[src/rtl/ppe_req_ctrl.sv]
// Requester-side front end for the programmable priority encoder arbiters:
// per-requester pending counts, Req generation, and a registered grant output.
module ppe_req_ctrl #(
  parameter int N     = 64,
  parameter int LOG_N = 6,
  parameter int CNT_W = 4
) (
  input  logic             clk,
  input  logic             rst,
  input  logic [N-1:0]     req_push,
  output logic [N-1:0]     Req,
  input  logic [N-1:0]     Gnt,
  output logic             gnt_valid,
  output logic [LOG_N-1:0] gnt_idx,
  input  logic             gnt_ready,
  output logic [N-1:0]     full,
  output logic             overflow,
  output logic             gnt_err
);

  localparam logic [CNT_W-1:0] CNT_MAX = '1;

  logic [CNT_W-1:0] cnt_q [N];
  logic [CNT_W-1:0] cnt_d [N];
  logic [N-1:0]     nz;
  logic [N-1:0]     take;
  logic             load_ok;
  logic             gnt_onehot;
  logic             gnt_ok;
  logic [LOG_N-1:0] gnt_enc;

  logic             gnt_valid_q, gnt_valid_d;
  logic [LOG_N-1:0] gnt_idx_q, gnt_idx_d;
  logic             overflow_q, overflow_d;
  logic             gnt_err_q, gnt_err_d;

  // Req must not depend on Gnt, otherwise the arbiter forms a combinational loop.
  assign load_ok = !gnt_valid_q | gnt_ready;

  for (genvar gi = 0; gi < N; gi++) begin : g_req
    assign nz[gi]   = (cnt_q[gi] != '0);
    assign full[gi] = (cnt_q[gi] == CNT_MAX);
    assign Req[gi]  = nz[gi] & load_ok;
  end

  assign gnt_onehot = (Gnt != '0) && ((Gnt & (Gnt - N'(1))) == '0);
  assign gnt_ok     = gnt_onehot && ((Gnt & nz) != '0);
  assign take       = (load_ok && gnt_ok) ? Gnt : '0;

  always_comb begin
    gnt_enc = '0;
    for (int i = 0; i < N; i++) begin
      if (Gnt[i]) gnt_enc = gnt_enc | LOG_N'(i);
    end
  end

  always_comb begin
    for (int i = 0; i < N; i++) begin
      cnt_d[i] = cnt_q[i];
      if (req_push[i] && !take[i]) begin
        if (!full[i]) cnt_d[i] = cnt_q[i] + CNT_W'(1);
      end else if (!req_push[i] && take[i]) begin
        cnt_d[i] = cnt_q[i] - CNT_W'(1);
      end
    end
  end

  always_comb begin
    overflow_d  = overflow_q | (|(req_push & full & ~take));
    gnt_err_d   = gnt_err_q | (load_ok & (Gnt != '0) & !gnt_ok);
    gnt_valid_d = gnt_valid_q;
    gnt_idx_d   = gnt_idx_q;
    if (|take) begin
      gnt_valid_d = 1'b1;
      gnt_idx_d   = gnt_enc;
    end else if (gnt_valid_q && gnt_ready) begin
      gnt_valid_d = 1'b0;
    end
  end

  always_ff @(posedge clk or posedge rst) begin
    if (rst) begin
      for (int i = 0; i < N; i++) cnt_q[i] <= '0;
      gnt_valid_q <= 1'b0;
      gnt_idx_q   <= '0;
      overflow_q  <= 1'b0;
      gnt_err_q   <= 1'b0;
    end else begin
      for (int i = 0; i < N; i++) cnt_q[i] <= cnt_d[i];
      gnt_valid_q <= gnt_valid_d;
      gnt_idx_q   <= gnt_idx_d;
      overflow_q  <= overflow_d;
      gnt_err_q   <= gnt_err_d;
    end
  end

  assign gnt_valid = gnt_valid_q;
  assign gnt_idx   = gnt_idx_q;
  assign overflow  = overflow_q;
  assign gnt_err   = gnt_err_q;

endmodule
[config.mk]
export PLATFORM = sky130hd
export DESIGN_NAME = ppe_req_ctrl
export DESIGN_NICKNAME = d
export VERILOG_FILES = /design/src/rtl/ppe_req_ctrl.sv
export SDC_FILE = /design/constraint.sdc
export NUM_CORES = 1
export LEC_CHECK = 0
export CAP_MARGIN = 0
export CORE_UTILIZATION = 35
export DETAILED_ROUTE_END_ITERATION = 8
export PLACE_DENSITY = 0.52
export REMOVE_ABC_BUFFERS = 1
export SETUP_SLACK_MARGIN = 0.05
export SLEW_MARGIN = 30
export SYNTH_ARGS = -nofsm -noshare
export SYNTH_HDL_FRONTEND = slang
export SYNTH_SLANG_ARGS = --single-unit
[constraint.sdc]
create_clock -name clk -period 9.65 [get_ports clk]
set_input_delay 1.4475 -clock clk [delete_from_list [all_inputs] [get_ports clk]]
set_output_delay 1.4475 -clock clk [all_outputs]
set_load 0.05 [all_outputs]
==> flow_summary_export.csv <==
group,metric,value,unit
outcome,status,"finished, final reports clean",
min_path,min_path_type,"reg -> reg",
sta,tightest_slew,1.06,ns
logic_synthesis,synthArstFlopShare,1.00,
global_route,grt_pass1_wl,112000,um
drt,wl_met1,33300,um
global_route,grt_max_degree,107,
worst_setup_path,path_cells,"clkdlybuf4s50_1 -> nor3_1 -> and3_1 -> nand3_1 -> o41ai_1 -> o311ai_0 -> nor4_4 -> buf_4 -> a41oi_1 -> a32oi_1 -> nand4_1 -> nor4_1 -> nand4_1",
worst_setup_path,r2r_start,"cnt_q[181]",
finish,drive_gt1_frac,0.0825,
floorplanning,start_util,0.355,
logic_synthesis,synth_most_common_cell,"dfrtp_1",
sta,hold_viol_final,0,
clocking,clk_path_buf_depth,3,
logic_synthesis,netlist_area,20500,um2
clocking,insertion_delay,0.55,ns
clocking,cts_tree,"built",
sta,finalCritPeriodShare,0.732,
worst_setup_path,regToRegSetupSlack,4.46,ns
drt,dr_wl_met2,33700,um
sta,slew_viol_final,0,
global_route,antenna_found_initial,5,
clocking,cts_inserted_buffers,36,
logic_synthesis,yosys_register_bits,265,
sta,rsz0062_at_grt,"false",
logic_synthesis,yosysUniqueCellTypes,67,
finish,stdcell_count,3202,
floorplanning,die_area,59500,um2
sta,tns,0,ns
floorplanning,die_w,244,um
clocking,cts_setup_buffers,0,
drt,route.met3.wl,4710,um
drt,vias_per_cell,5.76,
sta,slew_headroom,0.287,
floorplanning,core-area,57800,um2
sta,clock_skew,0.0300,ns
finish,seq_area,6630,um2
run,maxCapViolCount,0,
drt,wl,73900,um
worst_setup_path,slowest_delay,0.77,ns
min_path,holdPathStages,1,
power_and_ir_drop,p_leak,10.6,nW
clocking,post_cts_resize_count,0,
worst_setup_path,crit_end,"overflow",
placement,placed_cells,3138,
logic_synthesis,yosys_warnings,0,
worst_setup_path,r2r_end,"cnt_q[83]",
worst_setup_path,r2r_cells,16,
global_route,grt_pass1_vias,18300,
worst_setup_path,worstPathMaxFanout,45,
placement,io_buffers,267,
logic_synthesis,netlist_instances,2150,
clocking,cts_htree_levels,2,
logic_synthesis,seq_area_frac_synth,0.324,
finish,multiInputGateArea,13200,um2
worst_setup_path,startpoint,"Gnt[25]",
worst_setup_path,critPathLaunchType,"input pin",
clocking,path_clk_slew,0.06,ns
drt,vias,18400,
clocking,root_buffer,"clkbuf_16",
finish,area_delta_synth_final,23.1,%
logic_synthesis,synthTopCellsByArea,"dfrtp_1, ha_1, fa_1",
floorplanning,die_y,244,um
worst_setup_path,criticalPathCategory,"in -> reg",
power_and_ir_drop,p_per_area,293,nW/um2
logic_synthesis,synth-edff-count,0,
logic_synthesis,yosysTopAreaCellShare,0.324,
finish,nNetsFinal,2734,
power_and_ir_drop,irDropWorstVdd,0.141,mV
floorplanning,num_rows,88,
sta,finalSetupViolations,0,
drt,wl_per_cell,23.1,um
drt,ant_nets,0,
logic_synthesis,yosys.area.top_type,"dfrtp_1",
worst_setup_path,crit_top_cell,"nand4_1",
global_route,grt.total_usage,0.245,
sta,finalCriticalPeriod,7.06,ns
finish,fillCellCount,5598,
logic_synthesis,ys.flop_type,"dfrtp_1",
clocking,cts.sinks,265,
worst_setup_path,slowest_stage,"clkdlybuf4s50_1",
drt,drt_first_pass_iters,5,
placement,hpwl,56100,um
logic_synthesis,synth_common_cells,"dfrtp_1, nor2_1, xor2_1",
drt,route.detailed.drc,0,
placement,gp_congestion,0.973,
sta,fmax,142,MHz
logic_synthesis,syn_avg_cell_area,9.53,um2
worst_setup_path,crit_path_end_kind,"flop",
drt,top_layer,"met5",
drt,drtIter0Drc,1291,
floorplanning,ioPinCount,268,
worst_setup_path,cp_data_required_time,10.04,ns
global_route,grt_overflow_total,0,
clocking,cts_hold_buffers,0,
worst_setup_path,cp.arrival,7.45,ns
cells in the final DEF, fill, tap and decap left out, types with 75 or more instances in the layout:
cell type	synthesis	routed
inv_1	104	103
clkdlybuf4s50_1	0	267
nor2_1	179	179
nand2_1	118	118
nand3_1	87	87
a21o_1	77	77
xnor2_1	75	75
a21oi_1	114	113
mux2_2	107	107
ha_1	128	128
dfrtp_1	265	265
nor4_1	102	102
xor2_1	134	134
critical path, delay by kind of cell:
family	cells	cell delay, ns
compound gates	4	1.86
buf+inv	2	1.33
simple gates	7	2.76
final cells by class:
type                    count  share of cell area
multi-input cells        1709               0.523
well taps                 765              0.0379
inverters                 104              0.0158
clock inverters             5             0.00198
flip-flops and latches    265               0.263
repair buffers            295               0.115
clock buffers              57              0.0432
diodes                      2            0.000198
metrics by stage:
| step | area [um2] | total power, W | hold slack (ns) | utilization | setup WS (ns) |
|---|---|---|---|---|---|
| final | 25200 | 0.00739 | 0.483 | 0.437 | 2.59 |
| after global routing | 25200 | 0.00796 | 0.493 | 0.437 | 2.30 |
| after CTS | 25200 | 0.00744 | 0.486 | 0.437 | 2.72 |
| after detailed placement | 24100 | 0.00607 | 0.476 | 0.417 | 2.11 |
| after global placement | 24100 | 0.00595 | 0.477 | 0.417 | 2.14 |
| after floorplan | 20200 | 0.00498 | 0.457 | - | 0.737 |
worst min-delay path by stage:
stage,slack (ns),to,from
final,0.48,cnt_q[175],cnt_q[175]
after global routing,0.49,cnt_q[175],cnt_q[175]
after CTS,0.49,cnt_q[175],cnt_q[175]
after detailed placement,0.48,cnt_q[175],cnt_q[175]
after global placement,0.48,cnt_q[123],cnt_q[123]
after floorplan,0.46,cnt_q[227],cnt_q[227]
kinds of logic (layout without fill, tap and decap cells):
kind of cell | count (synthesis) | in the layout | synth area share
adder cells (fa/ha/maj) | 194 | 194 | 0.142
flip-flops | 265 | 265 | 0.324
multiplexers | 121 | 121 | 0.0656
other | 0 | 2 | 0
AND/OR/NAND/NOR | 736 | 736 | 0.192
AO/OA/AOI/OAI | 449 | 449 | 0.153
buffers and inverters | 176 | 461 | 0.0343
XOR/XNOR | 209 | 209 | 0.0893
routing by layer:
layer  global-route usage  up-vias
met5                    0        -
met4               0.0754        8
met3               0.0455      124
met2                0.389      548
met1                0.337     9178
li1                     -     8584
state kept, by name (all words and copies together) (netlist names):
register	count
cnt_q	256
gnt_idx	6
overflow	1
gnt_valid	1
gnt_err	1
report_power, final:
part           internal [W]  total, W  switching [W]
Combinational       0.00166   0.00350        0.00185
Clock              0.000797   0.00133       0.000533
Sequential          0.00170   0.00256       0.000863
Total               0.00415   0.00739        0.00324
(Power assumes the default switching activity.)
